### config.mk
export PLATFORM = sky130hd
export DESIGN_NAME = exception_ctrl_flat
export DESIGN_NICKNAME = d
export VERILOG_FILES = /design/src/rtl/exception_ctrl_if.sv /design/src/rtl/exception_ctrl.sv /design/src/flat_wrapper.sv
export SDC_FILE = /design/constraint.sdc
export NUM_CORES = 1
export LEC_CHECK = 0
export ABC_AREA = 1
export BUFFER_PORTS_ARGS = -buffer_cell sky130_fd_sc_hd__buf_4
export CORE_MARGIN = 2
export CORE_UTILIZATION = 43
export DETAILED_ROUTE_END_ITERATION = 12
export PLACE_DENSITY = 0.8
export SETUP_SLACK_MARGIN = 0.1
export SKIP_LAST_GASP = 1
export SYNTH_ARGS = -nofsm -noshare
export SYNTH_HDL_FRONTEND = slang
export SYNTH_SLANG_ARGS = --single-unit
### constraint.sdc
create_clock -name clk -period 1.48 [get_ports clk]
set_input_delay 0.148 -clock clk [delete_from_list [all_inputs] [get_ports clk]]
set_output_delay 0.148 -clock clk [all_outputs]
set_load 0.01 [all_outputs]
### src/rtl/exception_ctrl_if.sv
// exception_ctrl_if: bundles the decode-stage flags, interrupt line, redirect
// outputs and MRS read path of the LEGv8 exception controller.
//   slave  modport : used by exception_ctrl (consumes flags, drives redirect/MRS)
//   master modport : used by the pipeline side (drives flags, consumes redirect/MRS)
interface exception_ctrl_if #(
  parameter int unsigned N = 64
);
  logic         valid_i;
  logic [N-1:0] pc_i;
  logic         not_an_instr_i;
  logic         eret_i;
  logic         irq_i;
  logic         irq_ack_o;
  logic         redirect_o;
  logic [N-1:0] redirect_pc_o;
  logic         flush_o;
  logic         in_handler_o;
  logic         fatal_o;
  logic [1:0]   mrs_sel_i;
  logic [N-1:0] mrs_data_o;

  modport slave (
    input  valid_i, pc_i, not_an_instr_i, eret_i, irq_i, mrs_sel_i,
    output irq_ack_o, redirect_o, redirect_pc_o, flush_o, in_handler_o,
           fatal_o, mrs_data_o
  );

  modport master (
    output valid_i, pc_i, not_an_instr_i, eret_i, irq_i, mrs_sel_i,
    input  irq_ack_o, redirect_o, redirect_pc_o, flush_o, in_handler_o,
           fatal_o, mrs_data_o
  );
endinterface

### src/rtl/exception_ctrl.sv
// exception_ctrl: sequences exception entry/return for the LEGv8 core.
// Captures the faulting PC (ELR) and a syndrome (ESR), redirects fetch to
// VECTOR_ADDR with a flush, returns to ELR on ERET, and latches a sticky
// fatal flag on a fault taken inside the handler.
// Ports:
//   clk   - clock, rising edge
//   reset - synchronous, active-high
//   bus   - exception_ctrl_if.slave: valid_i, pc_i, not_an_instr_i, eret_i,
//           irq_i, mrs_sel_i in; irq_ack_o, redirect_o, redirect_pc_o,
//           flush_o, in_handler_o, fatal_o, mrs_data_o out
module exception_ctrl #(
  parameter int unsigned  N           = 64,
  parameter logic [N-1:0] VECTOR_ADDR = 64'h00000000000000D8
) (
  input  logic                  clk,
  input  logic                  reset,
  exception_ctrl_if.slave       bus
);

  typedef enum logic [2:0] {
    RUN,
    TAKE,
    HANDLER,
    RET,
    HALT
  } state_t;

  localparam logic [3:0] ESR_UNDEF = 4'h1;
  localparam logic [3:0] ESR_IRQ   = 4'h2;
  localparam logic [3:0] ESR_ERET  = 4'h3;
  localparam logic [3:0] ESR_FATAL = 4'hF;

  state_t       r_state;
  logic [N-1:0] r_elr;
  logic [3:0]   r_esr;
  logic         r_fatal;

  state_t       w_state_nxt;
  logic [N-1:0] w_elr_nxt;
  logic [3:0]   w_esr_nxt;
  logic         w_fatal_nxt;
  logic         w_irq_ack;
  logic         w_redirect;
  logic         w_flush;
  logic [N-1:0] w_redirect_pc;
  logic         w_in_handler;
  logic         w_undef;
  logic         w_eret;
  logic [N-1:0] w_mrs_data;

  // Instruction-sourced flags only count when the stage holds a real instruction.
  assign w_undef = bus.valid_i & bus.not_an_instr_i;
  assign w_eret  = bus.valid_i & bus.eret_i;

  always_ff @(posedge clk) begin
    if (reset) begin
      r_state <= RUN;
      r_elr   <= '0;
      r_esr   <= '0;
      r_fatal <= 1'b0;
    end else begin
      r_state <= w_state_nxt;
      r_elr   <= w_elr_nxt;
      r_esr   <= w_esr_nxt;
      r_fatal <= w_fatal_nxt;
    end
  end

  always_comb begin
    w_state_nxt   = r_state;
    w_elr_nxt     = r_elr;
    w_esr_nxt     = r_esr;
    w_fatal_nxt   = r_fatal;
    w_irq_ack     = 1'b0;
    w_redirect    = 1'b0;
    w_flush       = 1'b0;
    w_redirect_pc = '0;
    w_in_handler  = 1'b0;
    unique case (r_state)
      RUN: begin
        // Undefined opcode beats ERET, and any instruction exception beats IRQ.
        if (w_undef) begin
          w_elr_nxt   = bus.pc_i;
          w_esr_nxt   = ESR_UNDEF;
          w_state_nxt = TAKE;
        end else if (w_eret) begin
          w_elr_nxt   = bus.pc_i;
          w_esr_nxt   = ESR_ERET;
          w_state_nxt = TAKE;
        end else if (bus.irq_i) begin
          w_elr_nxt   = bus.pc_i;
          w_esr_nxt   = ESR_IRQ;
          w_irq_ack   = 1'b1;
          w_state_nxt = TAKE;
        end
      end
      TAKE: begin
        w_redirect    = 1'b1;
        w_flush       = 1'b1;
        w_redirect_pc = VECTOR_ADDR;
        w_state_nxt   = HANDLER;
      end
      HANDLER: begin
        w_in_handler = 1'b1;
        // IRQ is masked here; the source keeps it pending until RUN.
        if (w_undef) begin
          w_esr_nxt   = ESR_FATAL;
          w_fatal_nxt = 1'b1;
          w_state_nxt = HALT;
        end else if (w_eret) begin
          w_state_nxt = RET;
        end
      end
      RET: begin
        w_redirect    = 1'b1;
        w_flush       = 1'b1;
        w_redirect_pc = r_elr;
        w_state_nxt   = RUN;
      end
      HALT: begin
        w_state_nxt = HALT;
      end
      default: begin
        w_state_nxt = RUN;
      end
    endcase
  end

  always_comb begin
    w_mrs_data = '0;
    unique case (bus.mrs_sel_i)
      2'b00:   w_mrs_data = r_elr;
      2'b01:   w_mrs_data = {{(N-4){1'b0}}, r_esr};
      2'b10:   w_mrs_data = {{(N-2){1'b0}}, r_fatal, w_in_handler};
      default: w_mrs_data = '0;
    endcase
  end

  // The ack is a combinational pulse; suppress it while reset is overriding the FSM.
  assign bus.irq_ack_o     = w_irq_ack & ~reset;
  assign bus.redirect_o    = w_redirect;
  assign bus.flush_o       = w_flush;
  assign bus.redirect_pc_o = w_redirect_pc;
  assign bus.in_handler_o  = w_in_handler;
  assign bus.fatal_o       = r_fatal;
  assign bus.mrs_data_o    = w_mrs_data;

endmodule

### src/flat_wrapper.sv
// flat-port wrapper written by rule: the top's interface ports become plain ports
module exception_ctrl_flat 
#(
  parameter int unsigned  N           = 64,
  parameter logic [N-1:0] VECTOR_ADDR = 64'h00000000000000D8
)
  (clk, reset, bus_valid_i, bus_pc_i, bus_not_an_instr_i, bus_eret_i, bus_irq_i, bus_mrs_sel_i, bus_irq_ack_o, bus_redirect_o, bus_redirect_pc_o, bus_flush_o, bus_in_handler_o, bus_fatal_o, bus_mrs_data_o);
  exception_ctrl_if #(.N(N)) bus_i ();
  input  logic clk;
  input  logic reset;
  input wire logic [$bits(bus_i.valid_i)-1:0] bus_valid_i;
  input wire logic [$bits(bus_i.pc_i)-1:0] bus_pc_i;
  input wire logic [$bits(bus_i.not_an_instr_i)-1:0] bus_not_an_instr_i;
  input wire logic [$bits(bus_i.eret_i)-1:0] bus_eret_i;
  input wire logic [$bits(bus_i.irq_i)-1:0] bus_irq_i;
  input wire logic [$bits(bus_i.mrs_sel_i)-1:0] bus_mrs_sel_i;
  output wire logic [$bits(bus_i.irq_ack_o)-1:0] bus_irq_ack_o;
  output wire logic [$bits(bus_i.redirect_o)-1:0] bus_redirect_o;
  output wire logic [$bits(bus_i.redirect_pc_o)-1:0] bus_redirect_pc_o;
  output wire logic [$bits(bus_i.flush_o)-1:0] bus_flush_o;
  output wire logic [$bits(bus_i.in_handler_o)-1:0] bus_in_handler_o;
  output wire logic [$bits(bus_i.fatal_o)-1:0] bus_fatal_o;
  output wire logic [$bits(bus_i.mrs_data_o)-1:0] bus_mrs_data_o;
  assign bus_i.valid_i = bus_valid_i;
  assign bus_i.pc_i = bus_pc_i;
  assign bus_i.not_an_instr_i = bus_not_an_instr_i;
  assign bus_i.eret_i = bus_eret_i;
  assign bus_i.irq_i = bus_irq_i;
  assign bus_i.mrs_sel_i = bus_mrs_sel_i;
  assign bus_irq_ack_o = bus_i.irq_ack_o;
  assign bus_redirect_o = bus_i.redirect_o;
  assign bus_redirect_pc_o = bus_i.redirect_pc_o;
  assign bus_flush_o = bus_i.flush_o;
  assign bus_in_handler_o = bus_i.in_handler_o;
  assign bus_fatal_o = bus_i.fatal_o;
  assign bus_mrs_data_o = bus_i.mrs_data_o;
  exception_ctrl #(.N(N), .VECTOR_ADDR(VECTOR_ADDR)) u_core (.clk(clk), .reset(reset), .bus(bus_i));
endmodule
-- Word-level counts from Yosys, hierarchy flattened
Cells that the tools add are included.
- memory bits (read-only): 0
- memories kept: 0
- register bits after elaboration: 72
- RAM bits: 0
- input bits: 72
- logic and storage cells: 48
- latch bits: 0
- output and inout port bits: 133
- equal/unequal tests: 9
- reductions and logical operators: 9
- shifts and indexed selects: 0
- multipliers: 0
- div/mod/pow operators: 0
- magnitude comparators: 0
- add/sub/neg operators: 0
- bitwise operators: 4
- mux-type cells: 22
- operator list (operator ; number):
    64-bit 2-to-1 mux ; 3
    64-bit case mux with 3 select lines ; 1
    64-bit case mux with 2 select lines ; 1
    4-bit 2-to-1 mux ; 4
    3-bit 2-to-1 mux ; 5
    3-bit case mux with 4 select lines ; 1
    4-bit case mux with 2 select lines ; 1
    3-bit by 2-bit equality test with 1-bit output, second input constant ; 2
    1-bit 2-to-1 mux ; 6
    2-bit AND reduction ; 3
    4-bit by 2-bit inequality test with 1-bit output, second input constant ; 1
    1-bit AND ; 3
    3-bit by 1-bit equality test with 1-bit output, second input constant ; 1
    3-bit equality test, second input constant ; 1
    3-bit zero test ; 1
    3-bit by 1-bit inequality test with 1-bit output, second input constant ; 1
    3-bit AND reduction ; 1
    3-bit nonzero test ; 1
    2-bit by 1-bit equality test with 1-bit output, second input constant ; 1
    2-bit equality test, second input constant ; 1
    2-bit zero test ; 1
    2-bit by 1-bit inequality test with 1-bit output, second input constant ; 1
    2-bit nonzero test ; 1
    2-bit OR reduction ; 1
    1-bit NOT ; 1

-- Depth between registers and ports, before layout
- depth in word-level cells: 5
- gate-level depth with buffers: 8
- mapped depth without buffers: 6

-- Worst setup path after synthesis
OpenSTA, ideal clock, no wires.
- path kind: flip-flop to output port
- start: register u_core.r_state[0]
- end: output port bus_redirect_pc_o[0]
- buffers on the path: 1
- arrival time: 1.227 ns
- data required time: 1.332 ns
- cell stages (with the launch flop): 6
- slack: 0.105 ns
- path through: dfxtp_1 inv_1 nor2_1 nand2_1 buf_2 nor2_1
- cells in the longest elaborated chain, start to end: 2
- elaborated cells between the ends (all ways): 3
- those cells by class: 2 x eq/ne; 1 x mux
- ends and longest elaborated chain (element ; RTL line ; RTL):
    start, declared ; exception_ctrl.sv:33 ; state_t r_state;
    start signal, assigned ; exception_ctrl.sv:62 ; r_state <= w_state_nxt;
    3-bit by 2-bit equality test with 1-bit output or 3-bit by 1-bit equality test with 1-bit output (tied branches) ; exception_ctrl.sv:79 ; unique case (r_state)
    64-bit case mux with 2 select lines * ; exception_ctrl.sv:79 ;
    end, declared ; flat_wrapper.sv:19 ; output wire logic [$bits(bus_i.redirect_pc_o)-1:0] bus_redirect_pc_o;
Every way passes the cells marked *; elsewhere a longest branch is shown, timed or not.

-- Final worst setup path
- start: register u_core.r_state[0]
- end: output port bus_redirect_pc_o[26]
Same word-level chain as after synthesis.

==> impl_metrics.toml <==
[synth]
ys_seq_elements = 71
synthAdderAreaFrac_pct = 0
synth_compound_area_share_pct = 22.4
ys_warn_count = 0
seq_area_frac_synth_pct = 43.2
netlist_area_sq_um = 3290
synth_area_per_cell_sq_um = 6.90
syn-num-nets = 549
synthSimpleGateAreaFrac_pct = 17.9
synthCells = 477
synth_xor_area_share_pct = 0
synth_top_family_by_area = "compound AO/OA/AOI/OAI gates"
synth_cell_types = 23
muxShareOfSynthArea_pct = 0

[timing]
setup_viol = 61
max_freq_ghz = 0.606
worst_slew_pin_slew_ns = 0.370
period_share_pct = 112
max_slew_margin_pct = 75.3
rsz0062_at_grt = "yes"
finClkSkew_ns = 0.00665
hold_ws_ns = 0.0246
period_minus_slack_ns = 1.65
tns_ns = -5.35
hold_viol = 0
finalMaxSlewViolations = 0
setup_ws_ns = -0.170

[global_route]
grt_remaining_overflow = 0
antenna_found_initial = 0
grt_max_degree = 50
grt_usage_pct = 25.3
grt_pass1_vias = 3618
grt_pass1_wl_microns = 17100

[floorplanning]
die_h_microns = 91.5
fp.dieW_microns = 91.5
initial_utilization_pct = 44.9
num_io_pins = 205
row_count = 31
die_area_sq_um = 8370
core_area_sq_um = 7330

[setup_path]
worstSetupEndpointType = "output pin"
start_kind = "flop"
r2r-start = "u_core.r_state[0]"
path_max_fanout = 5
path_class = "flop to output pin"
rrSetupSlack_ns = 0.10
cp.required_ns = 1.33
timing.rr.end = "u_core.r_elr[29]"
cp_data_arrival_time_ns = 1.50
reg2reg_depth = 8

[drt]
first_pass_iters = 5
wire_per_inst_microns = 15.3
drtIter0Drc = 209
detail-route-antenna-nets = 0
vias = 3947
routed_wl_microns = 12100
drc_errors = 0
viasPerCell = 5.01

[pwr]
p_clk_share_pct = 26.0
p_int_uw = 4620
p_leak_uw = 0.00268
p_sw_uw = 2480
p_seq_share_pct = 34.8
swShare_pct = 34.9
power.density_nw_per_um2 = 1240
peakVddDrop_mv = 0.710
p_comb_share_pct = 39.2

[final_layout]
fillers = 514
nets = 756
drive_gt1_share_pct = 44.1
syn2layout_area_growth_pct = 73.4
finalInstanceArea_sq_um = 5710
antenna_cells = 0

[placement]
io_buffers = 204
gp_congestion = 0.821
hpwl_microns = 7440
dpl_cell_area_sq_um = 4850
place_ws_ns = 0.0503

[hold_path]
hold_end = "u_core.r_state[1]"
hold_class = "input pin to flop"
min_from = "reset"
worstHoldPathCells = 2

[clock_tree]
cts_buffer_depth = 2
numCtsBuffers = 9
postCtsHoldBufs = 0
clk_latency_ns = 0.34
cts_tree = "done"
clk_pin_slew_worst_paths_ns = 0.08
numClockSinks = 71
root_buffer = "clkbuf_8"
htreeDepth = 3

[run_status]
violations = "setup timing"
status = "finished with violations"

[run]
cap_violations = 0
==> cells in the final DEF, fill, tap and decap left out, types with 4 or more instances in the layout <==
| cell | instances |
|---|---|
| inv_2 | 4 |
| o21ai_1 | 52 |
| dfxtp_1 | 68 |
| inv_1 | 75 |
| clkbuf_8 | 9 |
| nand2_1 | 6 |
| nand3_1 | 7 |
| clkbuf_16 | 5 |
| nor2_4 | 20 |
| nor2_2 | 20 |
| buf_12 | 7 |
| buf_4 | 195 |
| nor2_1 | 86 |
| buf_6 | 19 |
| a21oi_1 | 71 |
| o21ai_0 | 16 |
==> stage by stage <==
stage	instances	total power, uW	util (%)
floorplan	477	3970	-
global placement	755	4570	66.1
detailed placement	755	4650	66.1
CTS	780	6700	72.7
global route	788	7480	77.8
finish	788	7100	77.8
==> synth_stat cells <==
cell | instances | area share, %
buf_1 | 1 | 0.11
o21bai_1 | 1 | 0.23
buf_12 | 1 | 0.61
nand2_2 | 2 | 0.38
dfxtp_1 | 71 | 43
inv_2 | 2 | 0.23
nor2_2 | 1 | 0.19
buf_2 | 10 | 1.5
buf_8 | 1 | 0.46
nand3_1 | 8 | 1.2
buf_4 | 1 | 0.23
clkbuf_1 | 10 | 1.1
inv_1 | 77 | 8.8
buf_6 | 10 | 3.4
nor2_1 | 125 | 14
nand2_1 | 9 | 1.0
nand4_1 | 1 | 0.19
a21oi_1 | 71 | 11
o221ai_1 | 2 | 0.53
o21ai_0 | 25 | 3.8
nand3_2 | 1 | 0.30
o21ai_1 | 46 | 7.0
nand2_4 | 1 | 0.34
==> critical path, stage by stage, from the launching register on <==
cell and delay (ns):
dfxtp_2 0.34, inv_2 0.05, nor2_4 0.13, nand2_4 0.11, bufbuf_16 0.29, nor2_1 0.12, buf_4 0.14
==> sequential cells by signal, indices dropped and copies added, names as in the netlist <==
signal	flops
u_core.r_elr	64
u_core.r_esr	3
u_core.r_state	3
u_core.bus.fatal_o	1
==> worst max path at each step <==
stage / end / startpoint / slack, ns
floorplan: bus_redirect_pc_o[0] / u_core.r_state[0] / 0.10
global placement: bus_redirect_pc_o[6] / u_core.r_state[0] / 0.15
detailed placement: bus_redirect_pc_o[4] / u_core.r_state[0] / 0.05
CTS: bus_redirect_pc_o[38] / u_core.r_state[0] / -0.13
global route: bus_redirect_pc_o[26] / u_core.r_state[0] / -0.22
finish: bus_redirect_pc_o[26] / u_core.r_state[0] / -0.17
==> cell families (layout without fill, tap and decap cells) <==
kind of cell | count (synthesis) | after routing
buffers and inverters | 113 | 325
flip-flops | 71 | 71
AO/OA/AOI/OAI | 145 | 145
AND/OR/NAND/NOR | 148 | 148
==> per-layer routing <==
layer | routed length (microns) | share of wire, % | up-vias | track usage [%]
li1 | - | - | 1909 | -
met1 | 4610 | 38 | 1813 | 27.8
met2 | 6220 | 52 | 197 | 46.9
met3 | 939 | 7.8 | 28 | 6.14
met4 | 291 | 2.4 | 0 | 8.46
met5 | 0 | 0 | - | 0
==> power groups by stage <==
stage               combinational (uW)  sequential [uW]  clock [uW]
floorplan                         1500             2470           0
global placement                  2080             2480           0
detailed placement                2160             2500           0
CTS                               2360             2460        1880
global route                      3000             2500        1980
finish                            2780             2470        1850
==> what timing repair did <==
item / 4_1_cts / 5_1_grt
endpoints found under the setup margin: 68 / 101
pin swaps: 1 / 5
cloned: 3 / 6
buffers inserted: 6 / 4
gates resized for setup: 29 / 76
==> area by class of cell <==
cell class / count / area (sq um) / share of cell area (%)
clock buffer: 10 / 128 / 2.24
clock inverter: 6 / 109 / 1.91
inverter: 79 / 297 / 5.20
multi-input combinational: 293 / 1580 / 27.7
sequential: 71 / 1430 / 25.0
tap: 99 / 124 / 2.17
timing repair buffer: 230 / 2050 / 35.9
Power figures use the tool's default switching activity.
